**config.mk**
```make
export PLATFORM = sky130hd
export DESIGN_NAME = brownout_seq
export DESIGN_NICKNAME = d
export VERILOG_FILES = /design/src/rtl/brownout_pkg.sv /design/src/rtl/brownout_sync.sv /design/src/rtl/brownout_seq.sv
export SDC_FILE = /design/constraint.sdc
export NUM_CORES = 1
export LEC_CHECK = 0
export ABC_CLOCK_PERIOD_IN_PS = 3500
export BUFFER_PORTS_ARGS = -buffer_cell sky130_fd_sc_hd__buf_2
export CAP_MARGIN = 20
export CORE_MARGIN = 5
export CORE_UTILIZATION = 35
export DETAILED_ROUTE_END_ITERATION = 7
export PLACE_DENSITY = 0.55
export SKIP_CTS_REPAIR_TIMING = 1
export SLEW_MARGIN = 40
export SYNTH_ARGS = -nofsm -noshare
export SYNTH_HDL_FRONTEND = slang
export SYNTH_SLANG_ARGS = --single-unit
export TNS_END_PERCENT = 5
```
**constraint.sdc**
```tcl
create_clock -name osc_ck -period 3.5 [get_ports osc_ck]
set_input_delay 0.35 -clock osc_ck [delete_from_list [all_inputs] [get_ports osc_ck]]
set_output_delay 0.35 -clock osc_ck [all_outputs]
set_load 0.03 [all_outputs]
```
**src/rtl/brownout_pkg.sv**
```systemverilog
// Shared types and helpers for the brown-out sequencer.
//   state_t     : sequencer states
//   onehot8()   : 3-bit trip code -> one-hot 8-bit analog mux select
//   BROUT_CNT_W : width of the saturating brown-out event counter
package brownout_pkg;

  localparam int BROUT_CNT_W = 8;

  typedef enum logic [1:0] {
    OFF     = 2'd0,
    SETTLE  = 2'd1,
    ARMED   = 2'd2,
    TRIPPED = 2'd3
  } state_t;

  function automatic logic [7:0] onehot8(input logic [2:0] code);
    onehot8 = 8'h01 << code;
  endfunction

endpackage

```
**src/rtl/brownout_sync.sv**
```systemverilog
// Two-flop synchroniser for an asynchronous comparator output.
//   clk : destination clock
//   rst : asynchronous active-high reset, clears both stages to 0
//   d   : asynchronous input
//   q   : synchronised output
module brownout_sync (
  input  logic clk,
  input  logic rst,
  input  logic d,
  output logic q
);

  logic s_p0;

  always_ff @(posedge clk or posedge rst) begin
    if (rst) begin
      s_p0 <= 1'b0;
      q    <= 1'b0;
    end else begin
      // stage 0: metastability catch; stage 1: resolved output
      s_p0 <= d;
      q    <= s_p0;
    end
  end

endmodule

```
**src/rtl/brownout_seq.sv**
```systemverilog
// Brown-out analog section sequencer, clocked by the section's oscillator.
// Powers up the analog block, waits for it to settle, then debounces the
// brown-out comparator and drives an active-low flag with a minimum hold.
//   osc_ck        : clock
//   rst           : asynchronous active-high reset
//   ena           : block enable (0 forces OFF)
//   otrip, vtrip  : 3-bit trip select codes
//   dbnc_cyc      : debounce length, dbnc_cyc+1 consecutive samples needed
//   cnt_clr       : synchronous clear of brout_cnt
//   dcomp, vunder : asynchronous comparator outputs (dcomp=1 -> supply low)
//   ana_ena       : analog enable
//   otrip_decoded, vtrip_decoded : one-hot mux selects
//   outb_unbuf    : brown-out flag, active low
//   ready         : monitoring armed
//   vunder_s      : synchronised vunder
//   brout_cnt     : saturating brown-out event count
module brownout_seq
  import brownout_pkg::*;
#(
  parameter int SETTLE_CYC = 32,
  parameter int HOLD_CYC   = 16,
  parameter int DBNC_W     = 4
) (
  input  logic                   osc_ck,
  input  logic                   rst,
  input  logic                   ena,
  input  logic [2:0]             otrip,
  input  logic [2:0]             vtrip,
  input  logic [DBNC_W-1:0]      dbnc_cyc,
  input  logic                   cnt_clr,
  input  logic                   dcomp,
  input  logic                   vunder,
  output logic                   ana_ena,
  output logic [7:0]             otrip_decoded,
  output logic [7:0]             vtrip_decoded,
  output logic                   outb_unbuf,
  output logic                   ready,
  output logic                   vunder_s,
  output logic [BROUT_CNT_W-1:0] brout_cnt
);

  localparam int SET_W  = (SETTLE_CYC > 1) ? $clog2(SETTLE_CYC) : 1;
  localparam int HOLD_W = (HOLD_CYC > 1) ? $clog2(HOLD_CYC) : 1;
  localparam logic [SET_W-1:0]       SET_LOAD  = SET_W'(SETTLE_CYC - 1);
  localparam logic [HOLD_W-1:0]      HOLD_LOAD = HOLD_W'(HOLD_CYC - 1);
  localparam logic [BROUT_CNT_W-1:0] CNT_MAX   = '1;

  state_t              state, state_n;
  logic [SET_W-1:0]    settle_cnt, settle_n;
  logic [HOLD_W-1:0]   hold_cnt, hold_n;
  logic                hold_act, hold_act_n;
  logic [DBNC_W-1:0]   dbnc_cnt, dbnc_n;
  logic                outb_n;
  logic                trip_evt;
  logic                code_chg;
  logic                dcomp_s;

  brownout_sync u_sync_dcomp (
    .clk (osc_ck),
    .rst (rst),
    .d   (dcomp),
    .q   (dcomp_s)
  );

  brownout_sync u_sync_vunder (
    .clk (osc_ck),
    .rst (rst),
    .d   (vunder),
    .q   (vunder_s)
  );

  // The decoded selects always hold the previous cycle's codes, so any
  // difference means a code changed since the last edge.
  assign code_chg = (onehot8(otrip) != otrip_decoded) ||
                    (onehot8(vtrip) != vtrip_decoded);

  always_comb begin
    state_n    = state;
    settle_n   = settle_cnt;
    hold_n     = hold_cnt;
    hold_act_n = hold_act;
    dbnc_n     = dbnc_cnt;
    outb_n     = outb_unbuf;
    trip_evt   = 1'b0;

    if (!ena) begin
      state_n    = OFF;
      settle_n   = '0;
      hold_n     = '0;
      hold_act_n = 1'b0;
      dbnc_n     = '0;
      outb_n     = 1'b0;
    end else if ((state == ARMED || state == TRIPPED) && code_chg) begin
      // Re-settle after a trip-code change; the flag keeps its value.
      state_n    = SETTLE;
      settle_n   = SET_LOAD;
      hold_n     = '0;
      hold_act_n = 1'b0;
      dbnc_n     = '0;
    end else begin
      case (state)
        OFF: begin
          state_n  = SETTLE;
          settle_n = SET_LOAD;
          outb_n   = 1'b0;
        end
        SETTLE: begin
          if (settle_cnt == '0) begin
            dbnc_n = '0;
            if (dcomp_s) begin
              state_n    = TRIPPED;
              outb_n     = 1'b0;
              hold_n     = HOLD_LOAD;
              hold_act_n = 1'b1;
              trip_evt   = 1'b1;
            end else begin
              state_n = ARMED;
              outb_n  = 1'b1;
            end
          end else begin
            settle_n = settle_cnt - SET_W'(1);
          end
        end
        ARMED: begin
          if (!dcomp_s) begin
            dbnc_n = '0;
          end else if (dbnc_cnt == dbnc_cyc) begin
            state_n    = TRIPPED;
            outb_n     = 1'b0;
            hold_n     = HOLD_LOAD;
            hold_act_n = 1'b1;
            dbnc_n     = '0;
            trip_evt   = 1'b1;
          end else begin
            dbnc_n = dbnc_cnt + DBNC_W'(1);
          end
        end
        TRIPPED: begin
          // hold_act covers HOLD_CYC cycles including the one where the
          // hold counter reads 0; debounce sampling starts afterwards.
          if (hold_act) begin
            dbnc_n = '0;
            if (hold_cnt == '0) hold_act_n = 1'b0;
            else                hold_n     = hold_cnt - HOLD_W'(1);
          end else if (dcomp_s) begin
            dbnc_n = '0;
          end else if (dbnc_cnt == dbnc_cyc) begin
            state_n = ARMED;
            outb_n  = 1'b1;
            dbnc_n  = '0;
          end else begin
            dbnc_n = dbnc_cnt + DBNC_W'(1);
          end
        end
        default: begin
          state_n = OFF;
          outb_n  = 1'b0;
        end
      endcase
    end
  end

  always_ff @(posedge osc_ck or posedge rst) begin
    if (rst) begin
      state         <= OFF;
      settle_cnt    <= '0;
      hold_cnt      <= '0;
      hold_act      <= 1'b0;
      dbnc_cnt      <= '0;
      ana_ena       <= 1'b0;
      ready         <= 1'b0;
      outb_unbuf    <= 1'b0;
      otrip_decoded <= 8'h01;
      vtrip_decoded <= 8'h01;
      brout_cnt     <= '0;
    end else begin
      state         <= state_n;
      settle_cnt    <= settle_n;
      hold_cnt      <= hold_n;
      hold_act      <= hold_act_n;
      dbnc_cnt      <= dbnc_n;
      outb_unbuf    <= outb_n;
      ana_ena       <= (state_n != OFF);
      ready         <= (state_n == ARMED) || (state_n == TRIPPED);
      otrip_decoded <= onehot8(otrip);
      vtrip_decoded <= onehot8(vtrip);
      if (cnt_clr)
        brout_cnt <= '0;
      else if (trip_evt && brout_cnt != CNT_MAX)
        brout_cnt <= brout_cnt + BROUT_CNT_W'(1);
    end
  end

endmodule

```
==> metrics <==
endpoints failing setup=0; multi-input logic area=0.001400 mm^2; average routed wire per standard cell=13.54 um; register area=0.001179 mm^2; initial drt markers=65; first-pass GRT wire length=10070 um; top post-synthesis cells by area=dfrtp_1, a21oi_1, ha_1, nor2_1, o21ai_0; crit path max fanout=10; number of antenna violations at the first check in global routing=0; fin. max-slew vios=0; sequential area share after synthesis=43.71%; slew margin rel.=44.42%; leak pwr=1.426 nW; number of distinct library cells after synthesis=57; Syn Nets=325; Yosys warning count=0; CTS Buffer Depth=2; nets=363; Slew @ Worst Pin=0.8221 ns; dpl ws=0.6496 ns; Period minus WS final=2.821 ns; Sw Pwr=0.3407 mW; Layout area overhead=15.17%; Worst Path Required=3.72 ns; CTS tree=built; GR Overflow Total=0; EDFF count, synth=0; Clk pwr share=33.9%; Critical-path top delay cell=dfstp_2; DRC viols=0; flops & latches, synth=47; post-synthesis area per instance=9.018 um^2; Detail Route Antenna Nets=0; CP Launch Type=flip-flop; latest clock arrival within the worst-skew pair=0.30 ns; fillers=775; switching power share of the total=27.89%; status=finished clean; first drt pass iteration count=4; part of the cycle the worst path needs=80.60%; Total GRT Usage=12.48%; final critical-path setup slack=0.6790 ns; fmax=354.5 MHz; clk_skew=0.01417 ns; P per Cell Area=393.4 mW/mm^2; routed vias=2256; die footprint=0.009559 mm^2; Worst path most repeated cell=a21oi_1; Synth Cell Area=0.002696 mm^2; post-synthesis cell count=299; asr flop ratio synth=100.0%; max-cap violations=0; final wirelength=5956 um; final setup TNS=0 ns; TritonCTS Sinks=47; CTS Buf Count=5; worst hold-check path type=in2async; largest net degree at the start of global routing=48; Internal=0.8809 mW; Critical Path AT=3.04 ns; diode count=0; Synth top area share=41.76%; Ports=44; crit end category=flip-flop; Setup CP Type=reg2reg; H-tree Lvls=2; final hold viol count=0; CP Cell Sequence=or4b_1 -> a21oi_1 -> a2bb2oi_2 -> and4b_1 -> a21o_1 -> nand3_4 -> or4_1 -> a21oi_1; layout cells sized above 1=18.93%; number of global-route vias before repair=2137; power share of the sequential group=48.4%; Rows=32; Port Buf Inserts=43; drt via density=5.127; GPL Wtd Cong=0.7880; post-synth top area cell=dfrtp_1; die width=97.77 um; Placeable Area=0.007607 mm^2; Most used DFF post-synth=dfrtp_1; CP max stage delay=0.57 ns; Reg clk slew, reported paths=0.10 ns; RSZ-0062 raised after global routing=false; clk root buf=clkbuf_8; Worst VDD drop=0.1566 mV; dpl hpwl=4285 um; Die Y=97.77 um; Gate power share=17.6%; Initial Util=35.44%
state kept, by name (all words and copies together) (netlist names):
register            count
brout_cnt               8
u_sync_vunder.s_p0      1
hold_act                1
u_sync_vunder.q         1
dbnc_cnt                4
ready                   1
vtrip_decoded           8
hold_cnt                4
u_sync_dcomp.s_p0       1
u_sync_dcomp.q          1
ana_ena                 1
settle_cnt              5
state                   2
outb_unbuf              1
otrip_decoded           8
stage by stage:
step                total power [mW]  utilization (%)  cells  cell area, um^2  hold WS [ns]
finish                         1.222            40.82    440             3105        0.1122
detailed placement            0.8183            39.28    432             2988        0.3371
global route                   1.293            40.82    440             3105        0.1357
floorplan                     0.7609                -    299             2696        0.3312
global placement              0.8165            39.24    432             2985        0.3336
CTS                            1.244            40.82    440             3105        0.1329
final cells by class:
class                   count  area share (%)
clock buffers               6           2.659
inverters                  15           1.894
clock inverters             2           1.128
well taps                 102           4.110
repair buffers             44           7.172
multi-input cells         224           45.08
flip-flops and latches     47           37.95
Yosys cell counts, drive strengths merged (2+ instances only):
library cell and n:
dfrtp 45, a21oi 30, nor2 30, nand2 24, o21ai 20, inv 14, nand3 12, ha 10
nand2b 10, nor3 8, clkbuf 7, nor2b 7, xor2 7, buf 6, nor3b 6, and3 4
or3 4, mux2i 3, o2bb2ai 3, or2 3, a211o 2, a21o 2, a221oi 2, a31oi 2
and4b 2, dfstp 2, nand4 2, nor4b 2, nor4bb 2, o21a 2, o22ai 2, o31a 2
o31ai 2
power groups by stage:
| stage | Sequential [mW] | Combinational, mW | Clock (mW) |
|---|---|---|---|
| after floorplan | 0.619 | 0.142 | 0 |
| after global placement | 0.602 | 0.214 | 0 |
| after detailed placement | 0.602 | 0.216 | 0 |
| after CTS | 0.592 | 0.217 | 0.435 |
| after global routing | 0.596 | 0.244 | 0.453 |
| final | 0.592 | 0.215 | 0.415 |
cell usage in the layout (no fill, tap or decap), types with 3 or more instances in the layout:
master	n
dfrtp_1	45
buf_2	43
a21oi_1	30
nor2_1	30
nand2_1	24
o21ai_0	20
inv_1	13
nand3_1	11
nand2b_1	10
ha_1	10
nor3_1	8
nor2b_1	7
xor2_1	7
nor3b_1	6
clkbuf_8	6
or3_1	4
and3_1	4
mux2i_1	3
o2bb2ai_1	3
or2_2	3
path summary, 6_finish.rpt:
check,startpoint,slack (ns),cells after the start,end
min,rst,0.11,2,u_sync_vunder.s_p0
min reg2reg,u_sync_dcomp.s_p0,0.36,0,u_sync_dcomp.q
max reg2reg,otrip_decoded[0],0.68,8,brout_cnt[5]
max in group asynchronous,rst,2.98,2,brout_cnt[4]
max,otrip_decoded[0],0.68,8,brout_cnt[5]
min in group osc_ck,vunder,0.15,1,u_sync_vunder.s_p0
worst max-delay path: cells and delay by family (launching register included):
kind               cells  cell delay [ns]
and+or+nand+nor        4             1.28
DFF                    1             0.57
AOI/OAI and AO/OA      4             0.89
logic make-up (layout without fill, tap and decap cells):
family | count (synthesis) | in the layout | share of synthesized area [%]
AOI/OAI and AO/OA | 77 | 77 | 17.87
xor gates and xnor gates | 8 | 8 | 2.599
adders and majority gates | 10 | 10 | 4.640
buffers and inverters | 28 | 67 | 4.362
DFF | 47 | 47 | 43.71
muxes | 3 | 3 | 1.114
and+or+nand+nor | 126 | 126 | 25.71
routing by layer:
| metal | part of all wire (%) | wire length, um | vias up | global-route usage, % |
|---|---|---|---|---|
| li1 | - | - | 1138 | - |
| met4 | 1.8 | 109 | 0 | 4.473 |
| met2 | 46 | 2715 | 30 | 19.77 |
| met3 | 3.6 | 216 | 10 | 2.714 |
| met1 | 49 | 2914 | 1078 | 16.88 |
| met5 | 0 | 0 | - | 0 |
(Power assumes the default switching activity.)
